### src/rtl/dsp_pkg.sv
// Shared constants for the DSP post-adder/accumulator: opmode field positions,
// X/Z operand select encodings and datapath widths.
package dsp_pkg;

  localparam int unsigned P_W = 48;
  localparam int unsigned M_W = 36;

  localparam int unsigned OPM_X_LSB = 0;
  localparam int unsigned OPM_Z_LSB = 2;
  localparam int unsigned OPM_CIN   = 5;
  localparam int unsigned OPM_SUB   = 7;

  typedef enum logic [1:0] {
    X_ZERO = 2'b00,
    X_M    = 2'b01,
    X_P    = 2'b10,
    X_DAB  = 2'b11
  } x_sel_e;

  typedef enum logic [1:0] {
    Z_ZERO = 2'b00,
    Z_PCIN = 2'b01,
    Z_P    = 2'b10,
    Z_C    = 2'b11
  } z_sel_e;

endpackage

### src/rtl/pipe_reg_async.sv
// Optional pipeline register: async active-low clear, clock enable, and a
// PRESENT=0 mode that turns it into a plain wire.
module pipe_reg_async #(
  parameter int unsigned WIDTH   = 1,
  parameter bit          PRESENT = 1'b1
) (
  input  logic             clk,
  input  logic             rst_n,
  input  logic             ce,
  input  logic [WIDTH-1:0] d,
  output logic [WIDTH-1:0] q
);

  generate
    if (PRESENT) begin : g_reg
      logic [WIDTH-1:0] q_r;

      always_ff @(posedge clk or negedge rst_n) begin
        if (!rst_n) begin
          q_r <= '0;
        end else if (ce) begin
          q_r <= d;
        end
      end

      assign q = q_r;
    end else begin : g_bypass
      logic unused_ctrl;
      assign unused_ctrl = &{1'b0, clk, rst_n, ce};
      assign q = d;
    end
  endgenerate

endmodule

### src/rtl/dsp_post_adder_accum.sv
// DSP post-adder / accumulator: X/Z operand muxes, add or subtract with carry-in,
// and optional opmode, carry-in, P and carry-out registers.
module dsp_post_adder_accum
  import dsp_pkg::*;
#(
  parameter int    PREG        = 1,
  parameter int    CARRYINREG  = 1,
  parameter int    CARRYOUTREG = 1,
  parameter int    OPMODEREG   = 1,
  parameter string CARRYINSEL  = "OPMODE5"
) (
  input  logic           clk,
  input  logic           rst_n,
  input  logic           ce_p,
  input  logic           ce_carry,
  input  logic           ce_opmode,
  input  logic [7:0]     opmode,
  input  logic [M_W-1:0] m,
  input  logic [P_W-1:0] dab,
  input  logic [P_W-1:0] c,
  input  logic [P_W-1:0] pcin,
  input  logic           carryin,
  output logic [P_W-1:0] p,
  output logic [P_W-1:0] pcout,
  output logic           carryout,
  output logic           carryoutf
);

  localparam bit CIN_OPM  = (CARRYINSEL == "OPMODE5");
  localparam bit CIN_PORT = (CARRYINSEL == "CARRYIN");

  logic [7:0]     opmode_q;
  logic           cin_d;
  logic           cin;
  logic [P_W-1:0] p_q;
  logic [P_W-1:0] p_fb;
  logic [P_W-1:0] x_mux;
  logic [P_W-1:0] z_mux;
  logic [P_W:0]   sum;
  logic           co_q;
  logic           unused_bits;

  assign unused_bits = &{1'b0, opmode[6], opmode[4], opmode_q[6:4]};

  pipe_reg_async #(.WIDTH(8), .PRESENT(OPMODEREG != 0)) u_opmode_reg (
    .clk   (clk),
    .rst_n (rst_n),
    .ce    (ce_opmode),
    .d     (opmode),
    .q     (opmode_q)
  );

  // An unrecognised CARRYINSEL leaves both selects false, so cin is tied to 0.
  assign cin_d = (CIN_OPM & opmode[OPM_CIN]) | (CIN_PORT & carryin);

  pipe_reg_async #(.WIDTH(1), .PRESENT(CARRYINREG != 0)) u_carryin_reg (
    .clk   (clk),
    .rst_n (rst_n),
    .ce    (ce_carry),
    .d     (cin_d),
    .q     (cin)
  );

  // Without a P register the feedback path is tied off to avoid a loop.
  generate
    if (PREG != 0) begin : g_fb
      assign p_fb = p_q;
    end else begin : g_no_fb
      assign p_fb = '0;
    end
  endgenerate

  always_comb begin
    x_mux = '0;
    case (x_sel_e'(opmode_q[OPM_X_LSB +: 2]))
      X_ZERO:  x_mux = '0;
      X_M:     x_mux = {{(P_W-M_W){1'b0}}, m};
      X_P:     x_mux = p_fb;
      X_DAB:   x_mux = dab;
      default: x_mux = '0;
    endcase
  end

  always_comb begin
    z_mux = '0;
    case (z_sel_e'(opmode_q[OPM_Z_LSB +: 2]))
      Z_ZERO:  z_mux = '0;
      Z_PCIN:  z_mux = pcin;
      Z_P:     z_mux = p_fb;
      Z_C:     z_mux = c;
      default: z_mux = '0;
    endcase
  end

  always_comb begin
    sum = '0;
    if (opmode_q[OPM_SUB]) begin
      sum = {1'b0, z_mux} - ({1'b0, x_mux} + {{P_W{1'b0}}, cin});
    end else begin
      sum = {1'b0, z_mux} + {1'b0, x_mux} + {{P_W{1'b0}}, cin};
    end
  end

  pipe_reg_async #(.WIDTH(P_W), .PRESENT(PREG != 0)) u_p_reg (
    .clk   (clk),
    .rst_n (rst_n),
    .ce    (ce_p),
    .d     (sum[P_W-1:0]),
    .q     (p_q)
  );

  pipe_reg_async #(.WIDTH(1), .PRESENT(CARRYOUTREG != 0)) u_carryout_reg (
    .clk   (clk),
    .rst_n (rst_n),
    .ce    (ce_p),
    .d     (sum[P_W]),
    .q     (co_q)
  );

  assign p         = p_q;
  assign pcout     = p_q;
  assign carryout  = co_q;
  assign carryoutf = co_q;

endmodule

### config.mk
export PLATFORM = sky130hd
export DESIGN_NAME = dsp_post_adder_accum
export DESIGN_NICKNAME = d
export VERILOG_FILES = /design/src/rtl/dsp_pkg.sv /design/src/rtl/pipe_reg_async.sv /design/src/rtl/dsp_post_adder_accum.sv
export SDC_FILE = /design/constraint.sdc
export NUM_CORES = 1
export LEC_CHECK = 0
export ABC_AREA = 0
export CAP_MARGIN = 20
export CORE_ASPECT_RATIO = 0.5
export CORE_MARGIN = 3
export CORE_UTILIZATION = 46
export CTS_BUF_LIST = sky130_fd_sc_hd__clkbuf_16
export CTS_CLUSTER_DIAMETER = 200
export CTS_CLUSTER_SIZE = 12
export DETAILED_ROUTE_END_ITERATION = 12
export PLACE_DENSITY = 0.79
export RECOVER_POWER = 50
export SETUP_SLACK_MARGIN = 0.4
export SLEW_MARGIN = 15
export SYNTH_ARGS = -nofsm -noshare
export SYNTH_HDL_FRONTEND = slang
export SYNTH_SLANG_ARGS = --single-unit
### constraint.sdc
create_clock -name clk -period 4 [get_ports clk]
set_input_delay 0.8 -clock clk [delete_from_list [all_inputs] [get_ports clk]]
set_output_delay 0.8 -clock clk [all_outputs]
set_load 0.01 [all_outputs]
==> results of run 1 <==
==> area by class of cell <==
type,count,area [um2]
Antenna cell,1,2.50
Clock buffer,5,125
Clock inverter,3,26.3
Fill cell,1246,3540
Inverter,140,558
Multi-Input combinational cell,1137,11000
Sequential cell,55,1380
Tap cell,307,384
Timing Repair Buffer,728,6410
==> power by group through the flow <==
stage | logic [uW] | clock network [uW] | registers [uW]
after floorplan | 6380 | 0 | 1190
after global placement | 11000 | 0 | 1060
after detailed placement | 11200 | 0 | 1080
after CTS | 12800 | 545 | 1080
after global routing | 15300 | 561 | 1130
final | 14700 | 556 | 1110
==> metrics by stage <==
step	total power (uW)	hold WS (ps)	utilization
3_5_place_dp	12300	583	0.728
4_1_cts	14400	473	0.804
3_3_place_gp	12100	569	0.728
2_1_floorplan	7580	504	-
6_report	16300	616	0.849
5_1_grt	17000	654	0.849
==> per-layer routing <==
layer	track usage	routed length (um)
met4	0.226	4480
met1	0.431	21300
met2	0.696	27900
met5	0	0
met3	0.0696	5000
==> final timing paths <==
kind / to / slack (ps)
max in group asynchronous: u_opmode_reg.q[3] / 1150
hold / removal: u_p_reg.q[39] / 620
setup / recovery: u_p_reg.q[36] / -460
setup reg to reg: u_p_reg.q[36] / -450
hold reg to reg: u_p_reg.q[39] / 620
min in group asynchronous: u_p_reg.q[11] / 840
==> cells by family after synthesis <==
group	Yosys count
DFF	55
adders and majority gates	143
AOI/OAI and AO/OA	488
and+or+nand+nor	318
muxes	103
xor gates and xnor gates	85
buffers and inverters	266
==> what timing repair did <==
| action | CTS | global route |
|---|---|---|
| endpoints found under the setup margin | 40 | 41 |
| buffers inserted | 52 | 36 |
| resized for setup | 263 | 161 |
| pin swaps | 150 | 87 |
==> tightest hold or removal path, delay by kind of cell, from the launching register on <==
family	cells	cell delay [ps]
AOI/OAI and AO/OA	1	60
DFF	1	430
and+or+nand+nor	1	90
==> state kept, by name (all words and copies together), names as in the netlist <==
| name | flops |
|---|---|
| u_p_reg.q | 48 |
| u_opmode_reg.q | 5 |
| u_carryout_reg.q | 1 |
| u_carryin_reg.q | 1 |
==> cell usage after synthesis, drive strengths merged, types with 4 or more instances <==
library cell	instances
ha	139
inv	139
a21oi	133
nor2	92
mux2	85
nand2	82
o21ai	68
xnor2	67
clkbuf	64
buf	62
a22o	60
a21o	57
dfrtp	55
nor2b	29
a22oi	26
mux2i	18
xor2	18
nand3	17
nand4	17
nor3	17
o21bai	16
and3	15
o211ai	14
a31oi	13
o21a	13
a211oi	12
nand2b	12
and2	8
o31ai	8
a21boi	6
o221ai	6
a211o	5
a221o	5
a311oi	5
nor3b	5
nor4	5
o2111ai	5
or3	5
fa	4
or2	4
==> summary.txt, run 1 <==
Place WS: -1040 ps
critical path startpoint: pcin[6]
Post-Synth XOR/XNOR Area: 0.0662
setup violators final: 26
gate count after technology mapping: 1458
Sw Pwr: 7820 uW
Die Width: 227 um
Peak VDD IR: 0.000693 V
layout overhead on the synthesized area: 76.8%
drt first pass iters: 8
power per cell area: 821 nW/um2
complex-gate fraction of the synthesized area: 0.301
gr ovfl total: 0
DR vias: 15100
worst setup path class: in2reg
static leakage: 0.00909 uW
min-delay src: u_p_reg.q[39]
post-route minimum period: 4460 ps
Slowest cell on crit path: clkdlybuf4s50_1
sequential area share after synthesis: 0.122
largest area contributor in the synthesized netlist: ha_1
ANT nets after route: 0
clock power share: 0.034
cell area after layout: 19900 um2
vias in the first global route: 14900
final wirelength: 58600 um
combinational family with the most area after synthesis: compound AO/OA/AOI/OAI gates
crit-path max FO: 3
EDFF count, synth: 0
Final Net Count: 2404
Distinct cells, synth: 89
syn_area_per_cell: 7.71 um2
Max-slew headroom: -0.0699
asr flop ratio synth: 1.00
Worst path max stage delay: 400 ps
DIE AREA: 26500 um2
Inserted Clock Buffers: 5
Cells after DPL: 2279
critical path data required time: 4180 ps
Final HPWL DP: 38500 um
Max Slew Vio Count: 19
Buf/Inv on CP: 5
logic gate share of total power: 0.898
Synth area leaders: ha_1, dfrtp_1, mux2_2
Syn Nets: 1795
CTS max path bufs: 2
largest net degree at the start of global routing: 43
GRT Resource Usage Total: 0.385
Hold Path Depth: 2
TritonCTS clock tree: built
Crit path max-delay family: compound AO/OA/AOI/OAI gates
CORE AREA: 23400 um2
RSZ-0062 raised after global routing: true
Worst Path Arrival: 4640 ps
run status: complete, but fails checks
Slew @ Worst Pin: 1600 ps
fmax: 224 MHz
HP Class: reg2reg
non-filler instance count after layout: 2376
first-pass GRT wire length: 79900 um
fin crit share: 1.12
I/O pins: 292
Rows: 39
Die Y: 117 um
CP Cell Sequence: clkdlybuf4s50_1 -> mux2_2 -> a22oi_2 -> buf_4 -> inv_1 -> ha_1 -> a21oi_1 -> a311oi_1 -> buf_4 -> a211oi_4 -> o2111a_2 -> nor2_4 -> a221o_1 -> buf_4 -> a311oi_4 -> xnor2_1 -> o221ai_1
CTS root buffer: clkbuf_16
Synth warnings: 0
most common cell after layout, fill and taps aside: buf_4
ys flop type: dfrtp_1
Starting Density: 0.480
Worst setup SP type: input pin
synthesized cell area: 11200 um2
Vias/cell: 6.34
ratio of cells with drive above 1 in the final layout: 0.412
Crit. path cell count: 17
Synth Register Bits: 55
Final Hold Violating Endpoints: 0
max-cap violations: 1
cell mode on critical path: buf_4
critical path capture point type: flop
IO buf count: 288
placed instance area: 17000 um2
clock latency on the worst-skew pair: 350 ps
Synth Area in Simple Gates: 0.139
clock-pin slew on the worst setup and hold paths: 90 ps
reg-to-reg startpoint: u_opmode_reg.q[0]
drt drc: 0
Reg power frac: 0.068
Int Power: 8500 uW
Post-Synth Adder-Cell Area: 0.162
initial antenna violation count: 1
Placer Congestion: 0.995
failing checks: capacitance limit, slew limit, setup timing
Total Negative Setup Slacks: -6820 ps
Routed WL per cell: 24.7 um
htree depth: 2
Iteration-0 DRC Markers: 1539
most frequent cells in the layout: buf_4, clkdlybuf4s50_1, inv_1
top cell type's share of synthesized area: 0.155
# clock sinks: 55
Sw Share: 0.479
hold_buf cts: 0
Setup WS post-layout: -464 ps
Layout Skew: 21.2 ps
r2r worst-path depth: 18
mux share of post-synthesis cell area: 0.101
Power figures use the tool's default switching activity.
==> inputs of run 2 (changes only) <==
--- a/config.mk
+++ b/config.mk
@@ -9,12 +9,11 @@
 export CAP_MARGIN = 20
 export CORE_ASPECT_RATIO = 0.5
 export CORE_MARGIN = 3
-export CORE_UTILIZATION = 46
+export CORE_UTILIZATION = 24
 export CTS_BUF_LIST = sky130_fd_sc_hd__clkbuf_16
 export CTS_CLUSTER_DIAMETER = 200
 export CTS_CLUSTER_SIZE = 12
 export DETAILED_ROUTE_END_ITERATION = 12
-export PLACE_DENSITY = 0.79
 export RECOVER_POWER = 50
 export SETUP_SLACK_MARGIN = 0.4
 export SLEW_MARGIN = 15
==> run 2 against run 1 <==
The run still ends with capacitance limit, slew limit, setup timing left. Count of clock-buffer cells in the layout is the same. Utilization shrank 40 points. First-iteration DRC count shrank 34%. Non-clock buffer count grew 9. Final cell count grew 14%. Total power shrank 1.3%. Critical path depth grew 3. Via count shrank 10%. Clock skew shrank 1.7 ps. Sequential share of layout area shrank 0.25 points. Critical endpoint is now u_p_reg.q[39]. Largest cell class unchanged.
==> summary.txt, run 2 (synthesis results as in run 1) <==
CP Cell Sequence: buf_12 -> buf_12 -> buf_6 -> mux2_4 -> a22o_4 -> ha_4 -> ha_4 -> buf_6 -> nand4_1 -> o211ai_1 -> and2_1 -> and4_1 -> a222oi_1 -> buf_4 -> a21oi_4 -> buf_6 -> buf_4 -> buf_6 -> xnor2_2 -> o221ai_1
static leakage: 0.00922 uW (+1.4%)
Die Width: 312 um (+37%)
fmax: 231 MHz (+3.0%)
post-route minimum period: 4330 ps (-131 ps)
most common cell after layout, fill and taps aside: buf_4
Die Y: 159 um (+36%)
# clock sinks: 55 (unchanged)
run status: complete, but fails checks
I/O pins: 292 (unchanged)
Iteration-0 DRC Markers: 1016 (-34%)
r2r worst-path depth: 20 (+2)
Final Net Count: 2413 (+0.37%)
Largest register FFs: 48 (unchanged)
first-pass GRT wire length: 75400 um (-5.7%)
htree depth: 2 (unchanged)
final worst hold slack: 585 ps (-30.9 ps)
Rows: 55 (+41%)
PnR Total Power: 16100 uW (-1.3%)
Layout Skew: 19.5 ps (-1.69 ps)
Final HPWL DP: 37800 um (-1.8%)
vias in the first global route: 13500 (-9.4%)
Starting Density: 0.246 (-0.234)
fin crit share: 1.08 (-0.0328)
final wirelength: 50300 um (-14%)
Hold Path Sink: u_p_reg.q[14]
layout overhead on the synthesized area: 83.7%
TritonCTS clock tree: built
IO buf count: 288 (unchanged)
Worst R2R End: u_p_reg.q[39]
Max-slew headroom: -0.265 (-0.196)
Setup WS post-layout: -333 ps (+131 ps)
DR vias: 13500 (-10%)
Vias/cell: 5.01 (-21%)
CORE AREA: 45700 um2 (+95%)
failing checks: capacitance limit, slew limit, setup timing
power per cell area: 780 nW/um2 (-5.0%)
Total Negative Setup Slacks: -2960 ps (+3860 ps)
critical path capture point type: flop
CTS root buffer: clkbuf_16
initial antenna violation count: 0 (-1)
RSZ-0062 raised after global routing: true
max-cap violations: 1 (unchanged)
clock latency on the worst-skew pair: 340 ps (about the same)
Slew @ Worst Pin: 1900 ps (+293 ps)
clock-pin slew on the worst setup and hold paths: 80 ps (about the same)
Ant. Diodes: 0 (-1)
most frequent cells in the layout: buf_4, clkdlybuf4s50_1, inv_1
Final Hold Violating Endpoints: 0 (unchanged)
critical path data required time: 4230 ps (+50 ps)
drt drc: 0 (unchanged)
cell mode on critical path: buf_6
Crit path max-delay family: compound AO/OA/AOI/OAI gates
Inserted Clock Buffers: 5 (unchanged)
Place WS: -836 ps (+203 ps)
Buf/Inv on CP: 8 (+3)
reg-to-reg startpoint: u_opmode_reg.q[3]
Worst setup SP type: flop
worst reg2reg setup slack: -330 ps (+120 ps)
worst setup path class: reg2reg
Placer Congestion: 0.943 (-5.2%)
Slowest cell on crit path: a222oi_1
Finished Core Util: 0.452 (-0.397)
Routed WL per cell: 18.6 um (-25%)
Hold Path Depth: 2 (unchanged)
Crit. path cell count: 20 (+3)
CTS max path bufs: 2 (unchanged)
DIE AREA: 49600 um2 (+88%)
largest net degree at the start of global routing: 41 (-4.7%)
Worst path max stage delay: 560 ps (+160 ps)
HP Class: reg2reg
crit-path max FO: 6 (+3)
Worst Path Arrival: 4560 ps (-80 ps)
GRT Resource Usage Total: 0.186 (-0.198)
ratio of cells with drive above 1 in the final layout: 0.423 (+0.0107)
min-delay src: u_p_reg.q[14]
Max Slew Vio Count: 28 (+9)
gr ovfl total: 0 (unchanged)
setup violators final: 19 (-27%)
Peak VDD IR: 0.000359 V (-48%)
ANT nets after route: 0 (unchanged)
drt first pass iters: 6 (-2)
run 2: per-layer routing:
| metal | global-route usage | wire [um] | vias up |
|---|---|---|---|
| li1 | - | - | 6449 |
| met1 | 0.249 | 22100 | 6654 |
| met2 | 0.326 | 24800 | 374 |
| met3 | 0.0187 | 2190 | 70 |
| met4 | 0.0378 | 1210 | 0 |
| met5 | 0 | 0 | - |
run 2: worst max path at each step:
| stage | start | to |
|---|---|---|
| 2_1_floorplan | c[21] | u_p_reg.q[32] |
| 3_3_place_gp | c[19] | u_p_reg.q[43] |
| 3_5_place_dp | pcin[14] | u_p_reg.q[43] |
| 4_1_cts | u_opmode_reg.q[3] | u_p_reg.q[40] |
| 5_1_grt | u_opmode_reg.q[3] | u_p_reg.q[43] |
| 6_report | u_opmode_reg.q[3] | u_p_reg.q[39] |
run 2: worst reg2reg max path, delay by kind of cell (launching register included):
kind	cells	cell delay [ps]
DFF	1	420
muxes	1	300
AOI/OAI and AO/OA	5	1240
buffers and inverters	8	1120
adders and majority gates	2	490
xor gates and xnor gates	1	110
and+or+nand+nor	3	550
run 2: where the power goes:
part / leakage, uW / switching [uW] / internal (uW)
Sequential: 0.000640 / 273 / 811
Combinational: 0.00850 / 6850 / 7620
Clock: 0.0000812 / 263 / 295
Total: 0.00922 / 7380 / 8720
run 2: what timing repair did:
item,CTS,global route
cloned,2,3
hold buffers,0,0
pin swaps,179,134
buffers inserted,56,37
endpoints found under the setup margin,40,41
gates resized for setup,355,112
run 2: layout make-up:
class	count	area, um2
fill	4363	25000
multi-input combinational	1137	11100
timing repair buffer	737	6710
sequential	55	1380
tap	627	785
inverter	140	553
clock buffer	5	125
clock inverter	3	38.8
run 2: through the flow:
| stage | cells | instance area (um2) |
|---|---|---|
| 2_1_floorplan | 1458 | 11900 |
| 3_3_place_gp | 2598 | 17500 |
| 3_5_place_dp | 2598 | 17500 |
| 4_1_cts | 2664 | 19700 |
| 5_1_grt | 2704 | 20600 |
| 6_report | 2704 | 20600 |
